File: src/rtl/psg_pwm_dac.sv
// rtl/psg_pwm_dac.sv - PWM DAC for the PSG master sample; define PSG_PWM_DAC_SIGMA_DELTA_EN for sigma-delta output
module psg_pwm_dac #(
    parameter int SAMPLE_BITS   = 7,
    parameter int PRESCALE      = 1,
    parameter int PRESCALE_BITS = 8
) (
    input  logic                   clk,
    input  logic                   rst_n,
    input  logic                   ena,
    input  logic [SAMPLE_BITS-1:0] sample_in,
    output logic                   pwm_out,
    output logic                   period_start,
    output logic [SAMPLE_BITS-1:0] held_sample
);
    // A prescale of 0 is treated as 1 so the tick never stalls.
    localparam int PRE_EFF = (PRESCALE < 1) ? 1 : PRESCALE;
    localparam logic [PRESCALE_BITS-1:0] PRE_LAST = PRESCALE_BITS'(PRE_EFF - 1);
    localparam logic [SAMPLE_BITS-1:0]   CNT_LAST = SAMPLE_BITS'((2 ** SAMPLE_BITS) - 2);

    logic [PRESCALE_BITS-1:0] pre_cnt;
    logic [SAMPLE_BITS-1:0]   pwm_cnt;
    logic                     tick;
    logic                     cnt_zero;
    logic [SAMPLE_BITS-1:0]   h;
    logic                     bit_next;

    assign tick     = ena && (pre_cnt == '0);
    assign cnt_zero = (pwm_cnt == '0);
    // The sample is only taken at the first tick of a period so the duty never glitches.
    assign h        = cnt_zero ? sample_in : held_sample;

`ifdef PSG_PWM_DAC_SIGMA_DELTA_EN
    localparam logic [SAMPLE_BITS:0] MAX_W = {1'b0, {SAMPLE_BITS{1'b1}}};

    logic [SAMPLE_BITS-1:0] acc;
    logic [SAMPLE_BITS:0]   s;
    logic [SAMPLE_BITS:0]   s_wrap;

    assign s        = {1'b0, acc} + {1'b0, h};
    assign s_wrap   = s - MAX_W;
    assign bit_next = (s >= MAX_W);

    // Residue carries across periods; only reset clears it.
    always_ff @(posedge clk) begin
        if (!rst_n) begin
            acc <= '0;
        end else if (tick) begin
            acc <= bit_next ? s_wrap[SAMPLE_BITS-1:0] : s[SAMPLE_BITS-1:0];
        end
    end
`else
    assign bit_next = (pwm_cnt < h);
`endif

    always_ff @(posedge clk) begin
        if (!rst_n) begin
            pre_cnt      <= '0;
            pwm_cnt      <= '0;
            held_sample  <= '0;
            pwm_out      <= 1'b0;
            period_start <= 1'b0;
        end else if (!ena) begin
            pwm_out      <= 1'b0;
            period_start <= 1'b0;
        end else begin
            pre_cnt <= (pre_cnt == PRE_LAST) ? '0 : pre_cnt + 1'b1;
            if (tick) begin
                held_sample  <= h;
                pwm_out      <= bit_next;
                pwm_cnt      <= (pwm_cnt == CNT_LAST) ? '0 : pwm_cnt + 1'b1;
                period_start <= cnt_zero;
            end else begin
                period_start <= 1'b0;
            end
        end
    end
endmodule

File: config.mk
export PLATFORM = sky130hd
export DESIGN_NAME = psg_pwm_dac
export DESIGN_NICKNAME = d
export VERILOG_FILES = /design/src/rtl/psg_pwm_dac.sv
export SDC_FILE = /design/constraint.sdc
export NUM_CORES = 1
export LEC_CHECK = 0
export CAP_MARGIN = 20
export CORE_ASPECT_RATIO = 0.5
export CORE_UTILIZATION = 48
export CTS_CLUSTER_DIAMETER = 40
export DETAILED_ROUTE_END_ITERATION = 8
export PLACE_DENSITY = 0.75
export SETUP_SLACK_MARGIN = 0.2
export SYNTH_ARGS = -nofsm -noshare
export SYNTH_HDL_FRONTEND = slang
export SYNTH_SLANG_ARGS = --single-unit
export TNS_END_PERCENT = 20
File: constraint.sdc
create_clock -name clk -period 2.85 [get_ports clk]
set_clock_uncertainty 0.2 [all_clocks]
set_input_delay 0.285 -clock clk [delete_from_list [all_inputs] [get_ports clk]]
set_output_delay 0.285 -clock clk [all_outputs]
set_load 0.02 [all_outputs]
Word level (Yosys, flattened, before mapping). Cells that the tools add are included.

Flip-flop bits (word level): 24. Output and inout bits: 9. Logic and storage cells: 18.

Add/sub/neg operators: 2. $lt $le $gt $ge: 1. Equality and inequality tests: 1. Mux-type cells: 3. Reduce and logical (&&, ||, !) cells: 6.

Operators with widths (count): 2-to-1 mux 7 bit (2); adder 8 x 1 -> 8 bit (second input constant) (1); zero test 8 bit (1); 2-to-1 mux 8 bit (1); adder 7 x 1 -> 7 bit (second input constant) (1); equality test 7 bit (second input constant) (1); zero test 7 bit (1); less-than comparator 7 bit (1); AND reduction 2 bit (2); AND reduction 3 bit (1); logical AND 1 bit (1).

Logic depth before layout (Yosys ltp).
Depth in word-level cells: 3. Gate-level depth with buffers: 10. Depth with buffers taken out: 9.

Worst setup path before layout. No wires, ideal clock.

Path type: register to register. From: register pwm_cnt[2]. To: register pwm_out. Setup time: 0.095 ns. Arrival: 2.677 ns. Data required time: 2.555 ns. Setup slack: -0.122 ns. Stages on the path, launching flop included: 10. Path buffers: 1. Path through: dfxtp_1 > or4_1 > nor3b_2 > buf_6 > mux2i_1 > ha_1 > a211oi_1 > nor2_1 > or4_1 > a221oi_1.

Word-level cells in the longest chain between the ends: 3.

Ends and longest elaborated chain: start: declaration (RTL line 21) `logic [SAMPLE_BITS-1:0] pwm_cnt;`; start signal: assignment (RTL line 70) `pwm_cnt <= (pwm_cnt == CNT_LAST) ? '0 : pwm_cnt + 1'b1;`; zero test 7 bit (RTL line 28) `assign cnt_zero = (pwm_cnt == '0);`; 2-to-1 mux 7 bit (RTL line 30) `assign h = cnt_zero ? sample_in : held_sample;`; less-than comparator 7 bit * (RTL line 52) `assign bit_next = (pwm_cnt < h);`; end signal: assignment (RTL line 69) `pwm_out <= bit_next;`; end: declaration (RTL line 11) `output logic pwm_out,`.

Mark *: on every way between the ends. The rest lies on a longest branch, timed or not. A chain may end at the register's enable or synchronous reset.

Worst setup path after layout.
From: register pwm_cnt[6]. To: register pwm_out.

Same word-level chain as after synthesis.

==> impl_metrics.env <==
export IMPL_top_layer_used="met4"
export IMPL_cp_start_kind="flop"
export IMPL_finalWorstPathRequiredPeriod_ns=3.03
export IMPL_timing_max_transition_violations_final=0
export IMPL_failed_checks="setup timing"
export IMPL_worst_endpoint_required_ns=2.85
export IMPL_port_buffer_count=18
export IMPL_min_to="pwm_out$_SDFFE_PN0P_"
export IMPL_clkPwrFrac_pct=28.8
export IMPL_htreeDepth=1
export IMPL_synth_async_reset_ratio_pct=0
export IMPL_min_period_over_period_pct=106
export IMPL_largest_net_degree_at_the_start_of_global_routing=16
export IMPL_first_pass_grt_wire_length_um=4620
export IMPL_post_synth_top_area_fraction_pct=37.3
export IMPL_timing_setup_critical_path_class="flop to flop"
export IMPL_finalWorstSetupSlack_ns=-0.181
export IMPL_leakage_nw=0.692
export IMPL_detailedRoute_firstIterationViolations=84
export IMPL_drc_errors=0
export IMPL_critical_path_max_stage_delay_ns=0.55
export IMPL_ys_flop_type="sky130_fd_sc_hd__dfxtp_1"
export IMPL_number_of_global_route_vias_before_repair=1005
export IMPL_run_status="complete, but fails checks"
export IMPL_yosysWarnings=0
export IMPL_floorplan_die_width_um=75.3
export IMPL_top_level_ports=19
export IMPL_grt_overflow_total=0
export IMPL_antenna_violating_nets_post_route=0
export IMPL_endpoint_kind="flop"
export IMPL_power_share_switching_pct=28.5
export IMPL_layout_cells_most_common="sky130_fd_sc_hd__dfxtp_1"
export IMPL_grt_usage_pct=22.8
export IMPL_syn_nets=165
export IMPL_synth_cell_types=30
export IMPL_routed_vias_inst=5.55
export IMPL_final_cell_count_no_fill=212
export IMPL_wire_per_inst_um=14.7
export IMPL_utilization_after_layout_pct=72.9
export IMPL_layout_area_overhead_vs_synth_pct=34.3
export IMPL_detailedPlacementHpwl_um=2030
export IMPL_power_share_sequential_pct=44.6
export IMPL_post_synth_top_area_cell="sky130_fd_sc_hd__dfxtp_1"
export IMPL_netSwitchingPower_mw=0.234
export IMPL_initial_core_util_pct=54.3
export IMPL_power_combinational_fraction_pct=26.6
export IMPL_path_cells="or4_4 > nor3b_4 > buf_6 > mux2i_4 > ha_4 > a211oi_2 > nor2_1 > or4_1 > a221oi_2"
export IMPL_cts_tree="done"
export IMPL_hp_class="flop to flop"
export IMPL_n_antenna_cell=0
export IMPL_critical_path_reg2reg_startpoint="pwm_cnt[6]$_SDFFE_PN0P_"
export IMPL_grt_setup_unrepaired="true"
export IMPL_worstMarginPinSlew_ns=0.530
export IMPL_clkTransAtPathRegs_ns=0.09
export IMPL_setup_violations_final=1
export IMPL_place_worst_setup_slack_ns=-0.205
export IMPL_power_per_cell_area_nw_per_um2=474
export IMPL_post_synthesis_average_cell_area_um2=8.95
export IMPL_gp_congestion=0.888
export IMPL_layout_nets=199
export IMPL_placementRows=12
export IMPL_clk_latency_ns=0.28
export IMPL_synthesis_area_um2=1290
export IMPL_max_freq_ghz=0.330
export IMPL_drt_pass_1_iters=4
export IMPL_finalHoldWorstSlack_ns=0.313
export IMPL_wl_met1_um=1360
export IMPL_fp_dieArea_um2=2910
export IMPL_rr_endpoint="pwm_out$_SDFFE_PN0P_"
export IMPL_wirelength_um=3120
export IMPL_clock_sink_count=24
export IMPL_irDropWorstVdd_mv=0.245
export IMPL_max_fo_critical_path=7
export IMPL_power_internal_mw=0.587
export IMPL_post_route_cells_drive_above_1_share_pct=19.2
export IMPL_hold_depth=2
export IMPL_synth_seq_cells=24
export IMPL_finalHoldViolCount=0
export IMPL_max_cap_violations=0
export IMPL_worst_r2r_path_depth=9
export IMPL_synth_edff_count=0
export IMPL_num_fill_cells=189
export IMPL_hp_start="pwm_out$_SDFFE_PN0P_"
export IMPL_layout_common_cells="sky130_fd_sc_hd__dfxtp_1 (23), sky130_fd_sc_hd__nor2_1 (20), sky130_fd_sc_hd__clkdlybuf4s50_1 (18)"
export IMPL_crit_arrival_ns=3.03
export IMPL_met2_wirelength_um=1450
export IMPL_cts_max_path_buffers=2
export IMPL_cp_buffers_inverters=1
export IMPL_dr_total_vias=1176
export IMPL_finish_instance_area_um2=1730
export IMPL_die_height_um=38.6
export IMPL_detailed_place_area_um2=1590
export IMPL_max_slew_margin_rel_pct=64.3
export IMPL_ys_seq_area_share_pct=37.3
export IMPL_crit_cells=9
export IMPL_antenna_found_initial=0
export IMPL_core_area_um2=2370
export IMPL_syn_instance_count=144
export IMPL_worst_path_max_delay_cell="sky130_fd_sc_hd__or4_4"
export IMPL_setup_reg_to_reg_worst_slack_ns=-0.18
export IMPL_placed_cells_incl_taps=205
export IMPL_synth_area_leaders="sky130_fd_sc_hd__dfxtp_1 (37%), sky130_fd_sc_hd__ha_1 (11%), sky130_fd_sc_hd__mux2i_1 (6.2%)"
export IMPL_cts_root_buffer="sky130_fd_sc_hd__clkbuf_8"
export IMPL_tritoncts_num_buffers=3
export IMPL_route_met3_wl_um=253
export IMPL_cpLargestDelayFamily="simple AND/OR/NAND/NOR gates"
[kinds of logic (layout without fill, tap and decap cells)]
family | after synthesis | in the layout | synth area share (%)
and+or+nand+nor | 61 | 61 | 25.3
adders and majority gates | 11 | 11 | 10.7
muxes | 8 | 8 | 6.21
buffers and inverters | 9 | 42 | 3.49
AOI/OAI and AO/OA | 21 | 21 | 10.2
xor gates and xnor gates | 10 | 10 | 6.80
DFF | 24 | 24 | 37.3
[per-layer routing]
metal | track usage (%) | up-vias
li1 | - | 579
met1 | 28.0 | 542
met2 | 39.5 | 47
met3 | 7.03 | 8
met4 | 5.56 | 0
met5 | 0 | -
[sequential cells by signal, summed over array words and instances, names as in the netlist]
signal	flops
pre_cnt	8
period_start	1
pwm_cnt	7
held_sample	7
pwm_out	1
[synth_stat cells, types with 2 or more instances]
library cell / n
sky130_fd_sc_hd__nand2_1: 11
sky130_fd_sc_hd__nand4_1: 7
sky130_fd_sc_hd__ha_1: 11
sky130_fd_sc_hd__nor2_1: 20
sky130_fd_sc_hd__a211oi_1: 8
sky130_fd_sc_hd__mux2i_1: 8
sky130_fd_sc_hd__xnor2_1: 4
sky130_fd_sc_hd__nand3_1: 8
sky130_fd_sc_hd__xor2_1: 6
sky130_fd_sc_hd__clkbuf_1: 2
sky130_fd_sc_hd__o21ai_0: 4
sky130_fd_sc_hd__nor3_1: 2
sky130_fd_sc_hd__and3_1: 2
sky130_fd_sc_hd__or4_1: 3
sky130_fd_sc_hd__a21oi_1: 7
sky130_fd_sc_hd__dfxtp_1: 24
sky130_fd_sc_hd__inv_1: 4
[what timing repair did]
| item | in CTS | in global routing |
|---|---|---|
| endpoints found under the setup margin | 1 | 1 |
| hold buffers | 0 | 0 |
| buffers inserted | 2 | 1 |
| resized for setup | 4 | 7 |
| pin swaps | 1 | 0 |
[power groups by stage]
stage	Clock (mW)	Sequential, mW	Combinational [mW]
after floorplan	0	0.387	0.0922
after global placement	0	0.371	0.175
after detailed placement	0	0.371	0.178
after CTS	0.240	0.364	0.192
after global routing	0.259	0.369	0.237
final	0.236	0.366	0.218
[layout make-up]
class                      instances  area, um^2  share of cell area [%]
clock buffer                       4        55.1                    3.18
sequential                        24         482                    27.8
tap                               35        43.8                    2.53
timing repair buffer              33         297                    17.1
multi-input combinational        111         835                    48.2
inverter                           5        18.8                    1.08
[worst reg2reg max path, delay by kind of cell (launching register included)]
family / cells / cell delay [ns]
flops: 1 / 0.32
simple gates: 4 / 1.31
compound gates: 2 / 0.44
fa+ha+maj: 1 / 0.23
buf+inv: 1 / 0.19
mux: 1 / 0.27
[metrics by stage]
| stage | power, mW | TNS (ns) |
|---|---|---|
| detailed placement | 0.550 | -0.205 |
| global route | 0.865 | -0.316 |
| global placement | 0.546 | -0.0925 |
| floorplan | 0.479 | -0.0386 |
| finish | 0.821 | -0.181 |
| CTS | 0.795 | -0.170 |
[worst max path at each step]
stage	end	slack, ns	start
finish	pwm_out$_SDFFE_PN0P_	-0.18	pwm_cnt[6]$_SDFFE_PN0P_
detailed placement	pwm_out$_SDFFE_PN0P_	-0.20	pwm_cnt[6]$_SDFFE_PN0P_
floorplan	pwm_out$_SDFFE_PN0P_	-0.04	pwm_cnt[6]$_SDFFE_PN0P_
global placement	pwm_out$_SDFFE_PN0P_	-0.09	pwm_cnt[6]$_SDFFE_PN0P_
CTS	pwm_out$_SDFFE_PN0P_	-0.17	pwm_cnt[6]$_SDFFE_PN0P_
global route	pwm_out$_SDFFE_PN0P_	-0.32	pwm_cnt[6]$_SDFFE_PN0P_
Note: power is estimated with default switching activity, not from simulation.
